**src/rtl/dmem_ctrl_rv32_if.sv**
```systemverilog
// Request, response and data-memory bus bundle for dmem_ctrl_rv32.
// master = controller side, slave = MA stage plus memory side.
interface dmem_ctrl_rv32_if;
    logic        iReqVALID;
    logic [4:0]  iReqOP;
    logic [31:0] iReqADDR;
    logic [31:0] iReqWDATA;
    logic        oStall;
    logic [31:0] oLoadDATA;
    logic        oLoadVALID;
    logic        oStoreDONE;
    logic        oBusERR;
    logic        oMisalign;
    logic        oMemREQ;
    logic        oMemWE;
    logic [3:0]  oMemBE;
    logic [31:0] oMemADDR;
    logic [31:0] oMemWDATA;
    logic        iMemACK;
    logic [31:0] iMemRDATA;

    modport master (
        input  iReqVALID, iReqOP, iReqADDR, iReqWDATA,
        input  iMemACK, iMemRDATA,
        output oStall, oLoadDATA, oLoadVALID, oStoreDONE,
        output oBusERR, oMisalign,
        output oMemREQ, oMemWE, oMemBE, oMemADDR, oMemWDATA
    );

    modport slave (
        output iReqVALID, iReqOP, iReqADDR, iReqWDATA,
        output iMemACK, iMemRDATA,
        input  oStall, oLoadDATA, oLoadVALID, oStoreDONE,
        input  oBusERR, oMisalign,
        input  oMemREQ, oMemWE, oMemBE, oMemADDR, oMemWDATA
    );
endinterface

```
**src/rtl/dmem_ctrl_rv32.sv**
```systemverilog
// RV32I data-memory access controller (IDLE/BUSY/RESP req/ack FSM).
// Define DMEM_MISALIGN_TRAP_EN to reject misaligned halfword/word accesses.
module dmem_ctrl_rv32 #(
    parameter int TIMEOUT = 16
) (
    input logic              iCLK,
    input logic              iRSTn,
    dmem_ctrl_rv32_if.master bus
);

    localparam logic [4:0] OP_LB  = 5'd1;
    localparam logic [4:0] OP_LH  = 5'd2;
    localparam logic [4:0] OP_LW  = 5'd3;
    localparam logic [4:0] OP_LBU = 5'd4;
    localparam logic [4:0] OP_LHU = 5'd5;
    localparam logic [4:0] OP_SB  = 5'd6;
    localparam logic [4:0] OP_SH  = 5'd7;
    localparam logic [4:0] OP_SW  = 5'd8;

    localparam logic [1:0] SZ_B = 2'd0;
    localparam logic [1:0] SZ_H = 2'd1;
    localparam logic [1:0] SZ_W = 2'd2;

    localparam logic [7:0] CNT_LAST = 8'(TIMEOUT - 1);

    typedef enum logic [1:0] {IDLE, BUSY, RESP} state_t;

    state_t      state_q, state_d;
    logic [7:0]  cnt_q, cnt_d;
    logic        we_q, we_d;
    logic        uns_q, uns_d;
    logic [1:0]  size_q, size_d;
    logic [1:0]  off_q, off_d;
    logic [3:0]  be_q, be_d;
    logic [29:0] addr_q, addr_d;
    logic [31:0] wdata_q, wdata_d;
    logic [31:0] rdata_q, rdata_d;
    logic        err_q, err_d;
    logic        mis_q, mis_d;

    logic        req_mem, req_ld, req_uns, req_mis;
    logic [1:0]  req_size, req_off, a;
    logic [3:0]  req_be;
    logic [31:0] req_wd;
    logic        req_go, req_trap;
    logic [31:0] sh, ld;
    logic        ld_valid;

    // Decode the MA-stage operation into access kind and size
    always_comb begin
        req_mem  = 1'b1;
        req_ld   = 1'b0;
        req_uns  = 1'b0;
        req_size = SZ_W;
        case (bus.iReqOP)
            OP_LB:  begin req_ld = 1'b1; req_size = SZ_B; end
            OP_LH:  begin req_ld = 1'b1; req_size = SZ_H; end
            OP_LW:  req_ld = 1'b1;
            OP_LBU: begin req_ld = 1'b1; req_uns = 1'b1; req_size = SZ_B; end
            OP_LHU: begin req_ld = 1'b1; req_uns = 1'b1; req_size = SZ_H; end
            OP_SB:  req_size = SZ_B;
            OP_SH:  req_size = SZ_H;
            OP_SW:  req_size = SZ_W;
            default: req_mem = 1'b0;
        endcase
    end

    // Lane offset, byte enables and replicated store data
    always_comb begin
        a       = bus.iReqADDR[1:0];
        req_mis = ((req_size == SZ_H) && a[0]) ||
                  ((req_size == SZ_W) && (a != 2'b00));
        req_off = 2'b00;
        req_be  = 4'b1111;
        req_wd  = bus.iReqWDATA;
        unique case (1'b1)
            (req_size == SZ_B): begin
                req_off = a;
                req_be  = 4'b0001 << a;
                req_wd  = {4{bus.iReqWDATA[7:0]}};
            end
            (req_size == SZ_H): begin
                req_off = {a[1], 1'b0};
                req_be  = a[1] ? 4'b1100 : 4'b0011;
                req_wd  = {2{bus.iReqWDATA[15:0]}};
            end
            default: ;
        endcase
    end

`ifdef DMEM_MISALIGN_TRAP_EN
    assign req_go   = bus.iReqVALID & req_mem & ~req_mis;
    assign req_trap = bus.iReqVALID & req_mem & req_mis;
`else
    // Misaligned accesses are issued with the low address bits dropped
    assign req_go   = bus.iReqVALID & req_mem;
    assign req_trap = 1'b0;
`endif

    // Next-state and register-load logic of the transaction FSM
    always_comb begin
        state_d = state_q;
        cnt_d   = cnt_q;
        we_d    = we_q;
        uns_d   = uns_q;
        size_d  = size_q;
        off_d   = off_q;
        be_d    = be_q;
        addr_d  = addr_q;
        wdata_d = wdata_q;
        rdata_d = rdata_q;
        err_d   = 1'b0;
        mis_d   = 1'b0;
        case (state_q)
            IDLE: begin
                mis_d = req_trap;
                if (req_go) begin
                    we_d    = ~req_ld;
                    uns_d   = req_uns;
                    size_d  = req_size;
                    off_d   = req_off;
                    be_d    = req_be;
                    addr_d  = bus.iReqADDR[31:2];
                    wdata_d = req_wd;
                    cnt_d   = 8'd0;
                    state_d = BUSY;
                end
            end
            BUSY: begin
                if (bus.iMemACK) begin
                    rdata_d = bus.iMemRDATA;
                    state_d = RESP;
                end else if (cnt_q == CNT_LAST) begin
                    err_d   = 1'b1;
                    state_d = IDLE;
                end else begin
                    cnt_d = cnt_q + 8'd1;
                end
            end
            RESP:    state_d = IDLE;
            default: state_d = IDLE;
        endcase
    end

    // State and transaction registers
    always_ff @(posedge iCLK or negedge iRSTn) begin
        if (!iRSTn) begin
            state_q <= IDLE;
            cnt_q   <= 8'd0;
            we_q    <= 1'b0;
            uns_q   <= 1'b0;
            size_q  <= SZ_B;
            off_q   <= 2'b00;
            be_q    <= 4'b0000;
            addr_q  <= 30'd0;
            wdata_q <= 32'd0;
            rdata_q <= 32'd0;
            err_q   <= 1'b0;
            mis_q   <= 1'b0;
        end else begin
            state_q <= state_d;
            cnt_q   <= cnt_d;
            we_q    <= we_d;
            uns_q   <= uns_d;
            size_q  <= size_d;
            off_q   <= off_d;
            be_q    <= be_d;
            addr_q  <= addr_d;
            wdata_q <= wdata_d;
            rdata_q <= rdata_d;
            err_q   <= err_d;
            mis_q   <= mis_d;
        end
    end

    // Lane select and sign/zero extension of the captured read word
    always_comb begin
        sh = rdata_q >> {off_q, 3'b000};
        ld = rdata_q;
        unique case (1'b1)
            (size_q == SZ_B):
                ld = uns_q ? {24'd0, sh[7:0]} : {{24{sh[7]}}, sh[7:0]};
            (size_q == SZ_H):
                ld = uns_q ? {16'd0, sh[15:0]} : {{16{sh[15]}}, sh[15:0]};
            default: ;
        endcase
    end

    assign ld_valid       = (state_q == RESP) & ~we_q;
    assign bus.oLoadVALID = ld_valid;
    assign bus.oLoadDATA  = ld_valid ? ld : 32'd0;
    assign bus.oStoreDONE = (state_q == RESP) & we_q;
    assign bus.oStall     = ((state_q == IDLE) & req_go) | (state_q == BUSY);
    assign bus.oMemREQ    = (state_q == BUSY);
    assign bus.oMemWE     = we_q;
    assign bus.oMemBE     = be_q;
    assign bus.oMemADDR   = {addr_q, 2'b00};
    assign bus.oMemWDATA  = wdata_q;
    assign bus.oBusERR    = err_q;
    assign bus.oMisalign  = mis_q;

endmodule

```
**src/flat_wrapper.sv**
```systemverilog
// flat-port wrapper written by rule: the top's interface ports become plain ports
module dmem_ctrl_rv32_flat 
#(
    parameter int TIMEOUT = 16
)
  (iCLK, iRSTn, bus_iReqVALID, bus_iReqOP, bus_iReqADDR, bus_iReqWDATA, bus_iMemACK, bus_iMemRDATA, bus_oStall, bus_oLoadDATA, bus_oLoadVALID, bus_oStoreDONE, bus_oBusERR, bus_oMisalign, bus_oMemREQ, bus_oMemWE, bus_oMemBE, bus_oMemADDR, bus_oMemWDATA);
  dmem_ctrl_rv32_if bus_i ();
  input logic iCLK;
  input logic iRSTn;
  input wire logic [$bits(bus_i.iReqVALID)-1:0] bus_iReqVALID;
  input wire logic [$bits(bus_i.iReqOP)-1:0] bus_iReqOP;
  input wire logic [$bits(bus_i.iReqADDR)-1:0] bus_iReqADDR;
  input wire logic [$bits(bus_i.iReqWDATA)-1:0] bus_iReqWDATA;
  input wire logic [$bits(bus_i.iMemACK)-1:0] bus_iMemACK;
  input wire logic [$bits(bus_i.iMemRDATA)-1:0] bus_iMemRDATA;
  output wire logic [$bits(bus_i.oStall)-1:0] bus_oStall;
  output wire logic [$bits(bus_i.oLoadDATA)-1:0] bus_oLoadDATA;
  output wire logic [$bits(bus_i.oLoadVALID)-1:0] bus_oLoadVALID;
  output wire logic [$bits(bus_i.oStoreDONE)-1:0] bus_oStoreDONE;
  output wire logic [$bits(bus_i.oBusERR)-1:0] bus_oBusERR;
  output wire logic [$bits(bus_i.oMisalign)-1:0] bus_oMisalign;
  output wire logic [$bits(bus_i.oMemREQ)-1:0] bus_oMemREQ;
  output wire logic [$bits(bus_i.oMemWE)-1:0] bus_oMemWE;
  output wire logic [$bits(bus_i.oMemBE)-1:0] bus_oMemBE;
  output wire logic [$bits(bus_i.oMemADDR)-1:0] bus_oMemADDR;
  output wire logic [$bits(bus_i.oMemWDATA)-1:0] bus_oMemWDATA;
  assign bus_i.iReqVALID = bus_iReqVALID;
  assign bus_i.iReqOP = bus_iReqOP;
  assign bus_i.iReqADDR = bus_iReqADDR;
  assign bus_i.iReqWDATA = bus_iReqWDATA;
  assign bus_i.iMemACK = bus_iMemACK;
  assign bus_i.iMemRDATA = bus_iMemRDATA;
  assign bus_oStall = bus_i.oStall;
  assign bus_oLoadDATA = bus_i.oLoadDATA;
  assign bus_oLoadVALID = bus_i.oLoadVALID;
  assign bus_oStoreDONE = bus_i.oStoreDONE;
  assign bus_oBusERR = bus_i.oBusERR;
  assign bus_oMisalign = bus_i.oMisalign;
  assign bus_oMemREQ = bus_i.oMemREQ;
  assign bus_oMemWE = bus_i.oMemWE;
  assign bus_oMemBE = bus_i.oMemBE;
  assign bus_oMemADDR = bus_i.oMemADDR;
  assign bus_oMemWDATA = bus_i.oMemWDATA;
  dmem_ctrl_rv32 #(.TIMEOUT(TIMEOUT)) u_core (.iCLK(iCLK), .iRSTn(iRSTn), .bus(bus_i));
endmodule
```
**config.mk**
```make
export PLATFORM = sky130hd
export DESIGN_NAME = dmem_ctrl_rv32_flat
export DESIGN_NICKNAME = d
export VERILOG_FILES = /design/src/rtl/dmem_ctrl_rv32_if.sv /design/src/rtl/dmem_ctrl_rv32.sv /design/src/flat_wrapper.sv
export SDC_FILE = /design/constraint.sdc
export NUM_CORES = 1
export LEC_CHECK = 0
export CAP_MARGIN = 5
export CORE_MARGIN = 3
export CORE_UTILIZATION = 33
export DETAILED_ROUTE_END_ITERATION = 16
export PLACE_DENSITY = 0.72
export RECOVER_POWER = 100
export SYNTH_ARGS = -nofsm -noshare
export SYNTH_HDL_FRONTEND = slang
export SYNTH_SLANG_ARGS = --single-unit
```
**constraint.sdc**
```tcl
create_clock -name iCLK -period 4.8 [get_ports iCLK]
set_clock_uncertainty 0.1 [all_clocks]
set_input_delay 0.96 -clock iCLK [delete_from_list [all_inputs] [get_ports iCLK]]
set_output_delay 0.96 -clock iCLK [all_outputs]
set_load 0.005 [all_outputs]
```
Word level (Yosys, flattened, before mapping)
Cells that the tools add are included.
- divide/modulo/power cells: 0
- $mul: 0
- multiplexer cells: 23
- equality and inequality tests: 17
- reductions and logical operators: 13
- bitwise operators: 7
- $lt $le $gt $ge: 0
- shift-type cells: 2
- add/sub/neg operators: 1
- operators by type and width (kind ; count):
    $pmux 32 s2 ; 2
    $mux 32 ; 3
    $shr 32x5->16 ; 1
    $mux 8 ; 3
    $eq 5x3->1 const B ; 4
    $pmux 8 s2 ; 1
    $pmux 2 s2 ; 3
    $eq 5x2->1 const B ; 2
    $add 8x1->8 const B ; 1
    $eq 8x4->1 const B ; 1
    $pmux 4 s2 ; 1
    $reduce_or 8->1 ; 1
    $eq 2x1->1 const B ; 3
    $logic_not 2->1 ; 3
    $mux 1 ; 6
    $mux 2 ; 3
    $reduce_and 2->1 ; 3
    $reduce_or 3->1 ; 2
    $eq 5x1->1 const B ; 1
    $eq 5x4->1 const B ; 1
    $reduce_or 5->1 ; 1
    $and 1x1->1 ; 4
    $mux 4 ; 1
    $ne 2x2->1 const B ; 2
    9 further kinds ; 10
- memories: 0
- memory bits (read-only): 0
- latch bits: 0
- logic and storage cells: 74
- output and inout bits: 107
- flip-flop bits (word level): 115
- memory bits (writable): 0

Longest topological paths before layout
- depth in word-level cells: 6
- depth in mapped cells: 7
- depth with buffers taken out: 6

Worst setup path before layout
OpenSTA, ideal clock, no wires.
- path kind: input-to-output
- start point: input port bus_iReqOP[1]
- end point: output port bus_oStall
- cell stages on the path: 6
- arrival time: 2137 ps
- slack: 1603 ps
- cells stage by stage: buf_6 -> or4_4 -> nand3_1 -> buf_2 -> buf_2 -> nand2_1
- cells in the longest elaborated chain, start to end: 6
- elaborated cells on any way between the ends: 13
- those cells by class: eq/ne: 8; mux: 1; bitwise: 3; reduce/logical: 1
- ends and longest elaborated chain (what ; line ; text):
    start, declared ; flat_wrapper.sv:11 ; input wire logic [$bits(bus_i.iReqOP)-1:0] bus_iReqOP;
    $eq 5x4->1 (tied with other cells) ; dmem_ctrl_rv32.sv:55 ; case (bus.iReqOP)
    $reduce_or 8->1 (no line) (*) ; n/a ;
    $mux 1 (*) ; dmem_ctrl_rv32.sv:55 ;
    $and 1x1->1 (*) ; dmem_ctrl_rv32.sv:96 ; assign req_go = bus.iReqVALID & req_mem;
    $and 1x1->1 (*) ; dmem_ctrl_rv32.sv:193 ; assign bus.oStall = ((state_q == IDLE) & req_go) | (state_q == BUSY);
    $or 1x1->1 (*) ; dmem_ctrl_rv32.sv:193 ;
    end, declared ; flat_wrapper.sv:16 ; output wire logic [$bits(bus_i.oStall)-1:0] bus_oStall;
Every way passes the cells marked *; elsewhere a longest branch is shown, timed or not.

Worst setup path in the final report
- start point: register u_core.state_q[0]
- end point: output port bus_oLoadDATA[17]
- cells in the longest elaborated chain, start to end: 3
- ends and longest elaborated chain (what ; line ; text):
    start, declared ; dmem_ctrl_rv32.sv:28 ; state_t state_q, state_d;
    start signal, assigned ; dmem_ctrl_rv32.sv:161 ; state_q <= state_d;
    $eq 2x2->1 ; dmem_ctrl_rv32.sv:189 ; assign ld_valid = (state_q == RESP) & ~we_q;
    $and 1x1->1 ; dmem_ctrl_rv32.sv:189 ;
    $mux 32 ; dmem_ctrl_rv32.sv:191 ; assign bus.oLoadDATA = ld_valid ? ld : 32'd0;
    end, declared ; flat_wrapper.sv:17 ; output wire logic [$bits(bus_i.oLoadDATA)-1:0] bus_oLoadDATA;
No other way between the ends.

==> summary.txt <==
Status
  • Status: finished, violations left
  • Failing checks: max-capacitance violations, max-slew violations

Pwr
  • P_leak: roughly 4.0 nW
  • PD cells: 437.2 mW/mm^2
  • Peak VDD IR: 0.2730 mV
  • Pwr Total: ~0.0037 W

Logic synthesis
  • FFs w/ async S/R, synth: 100.0%
  • Unique cell type count in the Yosys netlist: 53
  • Syn Inst Count: 595
  • Post-synthesis sequential area ratio: between 50% and 60%
  • Number of synthesized flops with an enable pin: 0
  • Top-count cell post-synth: nand2_1
  • Syn Area/Cell: 9.566 um^2
  • Leading area contributor after synthesis: dfrtp_1
  • Post-synth top area share: 50.56%
  • Ys Warns: 0
  • FF+latch count, synth: 115
  • Ys flop type: dfrtp_1
  • Top post-synthesis cells by area: dfrtp_1, nand2_1, mux2_2
  • Synthesized area: around 0.0057 mm^2
  • Top post-synthesis cells by count: nand2_1, dfrtp_1, a21oi_1

Timing
  • RSZ-0062 raised after global routing: no
  • Setup violators final: 0
  • Slew Limit Fails: around 170
  • Final count of hold timing violations: 0
  • WHS: 0.3667 ns
  • Final Critical Period: 4.400 ns
  • Worst-Margin Slew: 2.963 ns
  • Max frequency: 227.3 MHz
  • Relative slew slack: -97.51%
  • Part of the cycle the worst path needs: 91.67%
  • Setup TNS: 0 ns

Placement
  • Global placement routability congestion: 0.8379
  • I/O Buffers: 208
  • DP HPWL: 12190 um
  • Placed cell area: approximately 0.0079 mm^2
  • Dpl cells: 990

GRT
  • Antenna violations before repair: 2
  • GRT Resource Usage Total: 18.67%
  • Grt ovf: 0
  • Largest net degree at the start of global routing: 85
  • First-pass GRT wire length: 27250 um
  • Number of global-route vias before repair: 4980

Layout
  • Design Area, Final: 0.008489 mm^2
  • Nets@finish: 895
  • Non-Filler Instances: 1022
  • Antenna diodes: 0
  • Area growth syn-to-layout: 49.15%
  • Share of cells above drive strength 1: 10.22%

Clock network
  • Reg clk slew, reported paths: ~0.060 ns
  • H-tree levels: 4
  • Clock root buffer: clkbuf_16
  • CTS tree: done
  • Maximum buffer depth of the clock tree: 2
  • Setup bufs post-CTS: 0
  • # clock sinks: between 100 and 150
  • TritonCTS Buffers: 17
  • Hold Buf Count CTS: 0
  • Worst skew pair latency: 0.42 ns
  • CTS resizes: 0

Die
  • Die height: 137.3 um
  • Row cnt: 47
  • Die ar.: about 0.019 mm^2
  • Initial Util: 33.96%
  • Ports: 212
  • Core area: about 0.017 mm^2
  • Chip width: 137.3 um

Worst setup path
  • Crit start category: flip-flop
  • Critical Path RT: 3.74 ns
  • Worst Setup End Kind: primary output
  • Crit path DAT: 3.34 ns
  • Worst-path maximum fanout: 16
  • Worst setup path class: flip-flop to primary output

Run
  • Max-cap violations: 3

Drt
  • Post-Route M1 WL: 7314 um
  • Remaining routing DRC violations: 0
  • Met3 wire length: about 1400 um
  • DR pass1 iterations: 5
  • Post-Route WL: 17370 um
  • Number of routed nets with antenna violations: 0
  • Routed WL per cell: 17.00 um
  • Uppermost layer routed: met5
  • Vias per cell: 5.022
  • Via Count: 5132
  • Initial DRC count: 396
  • Met2 WL: 8315 um

Hold path
  • Worst min path class: flip-flop to flip-flop
[metal layers]
layer | track usage, % | vias up
met2 | 29.16 | 167
met4 | 5.710 | 4
met3 | 7.378 | 22
met5 | 0 | -
li1 | - | 2475
met1 | 23.91 | 2464
[stage by stage]
step	setup WS, ns	util [%]
4_1_cts	0.6619	50.87
5_1_grt	0.2325	50.65
2_1_floorplan	1.603	-
3_5_place_dp	0.9539	47.23
6_report	0.4000	50.65
3_3_place_gp	0.9532	47.23
[critical path, cell delays in order, from the launching register on]
cell,delay (ns)
dfrtp_1,0.50
or3b_1,0.63
or3_1,0.39
a31oi_2,0.68
a21o_1,0.15
dlygate4sd3_1,0.58
[cell families after synthesis]
| kind of cell | Yosys count | synth area share (%) |
|---|---|---|
| flip-flops | 115 | 50.56 |
| XOR/XNOR | 1 | 0.1539 |
| adder cells (fa/ha/maj) | 1 | 0.2198 |
| buffers and inverters | 52 | 4.374 |
| multiplexers | 50 | 9.738 |
| AND/OR/NAND/NOR | 218 | 16.40 |
| AO/OA/AOI/OAI | 157 | 18.49 |
| other | 1 | 0.06589 |
[final timing paths]
path	startpoint	endpoint	cells past startpoint	slack, ns
max	u_core.state_q[0]	bus_oLoadDATA[17]	5	0.40
min	u_core.addr_q[3]	u_core.addr_q[3]	2	0.37
max reg2reg	u_core.state_q[0]	u_core.bus.oMemWE	5	1.61
min reg2reg	u_core.addr_q[3]	u_core.addr_q[3]	2	0.37
max in group asynchronous	iRSTn	u_core.addr_q[22]	2	1.12
min in group asynchronous	iRSTn	u_core.rdata_q[3]	1	1.40
[power breakdown]
part           internal (W)  switching, W  total [W]
clock network      0.000820      0.000479    0.00130
logic              0.000528      0.000396   0.000925
registers           0.00125      0.000235    0.00149
total               0.00260       0.00111    0.00371
[area by class of cell]
class	count	area, um^2
clock buffers	17	425.4
multi-input cells	430	2565
inverters	8	30.03
fillers	1577	8270
repair buffers	217	2132
clock inverters	15	183.9
well taps	220	275.3
flip-flops and latches	115	2878
[registers in the layout, summed over array words and instances (netlist names)]
| name | count |
|---|---|
| u_core.bus.oMemWE | 1 |
| u_core.rdata_q | 32 |
| u_core.addr_q | 30 |
| u_core.bus.oMemBE | 4 |
| u_core.uns_q | 1 |
| u_core.cnt_q | 8 |
| u_core.state_q | 2 |
| u_core.bus.oMemWDATA | 32 |
| u_core.bus.oBusERR | 1 |
| u_core.size_q | 2 |
| u_core.off_q | 2 |
[cells in the final DEF, fill, tap and decap left out, types with 3 or more instances in the layout]
cell               n
a211o_1           12
a21o_1            24
a21oi_1           49
a221oi_1           8
a22o_1             3
a22oi_1            8
and3_1             7
buf_4              5
bufinv_16          3
clkbuf_16         17
clkbuf_2           3
clkdlybuf4s50_1  103
clkinv_4           5
clkinvlp_4         3
conb_1             3
dfrtp_1          115
dlygate4sd3_1    104
inv_1              7
mux2_2            33
mux2i_1           16
nand2_1          142
nand2b_1           3
nand3_1            9
nor2_1            33
nor2b_1            3
nor3_1             4
o21ai_0           29
o221ai_1           7
o31ai_1            3
or2_2              3
Note: power is estimated with default switching activity, not from simulation.
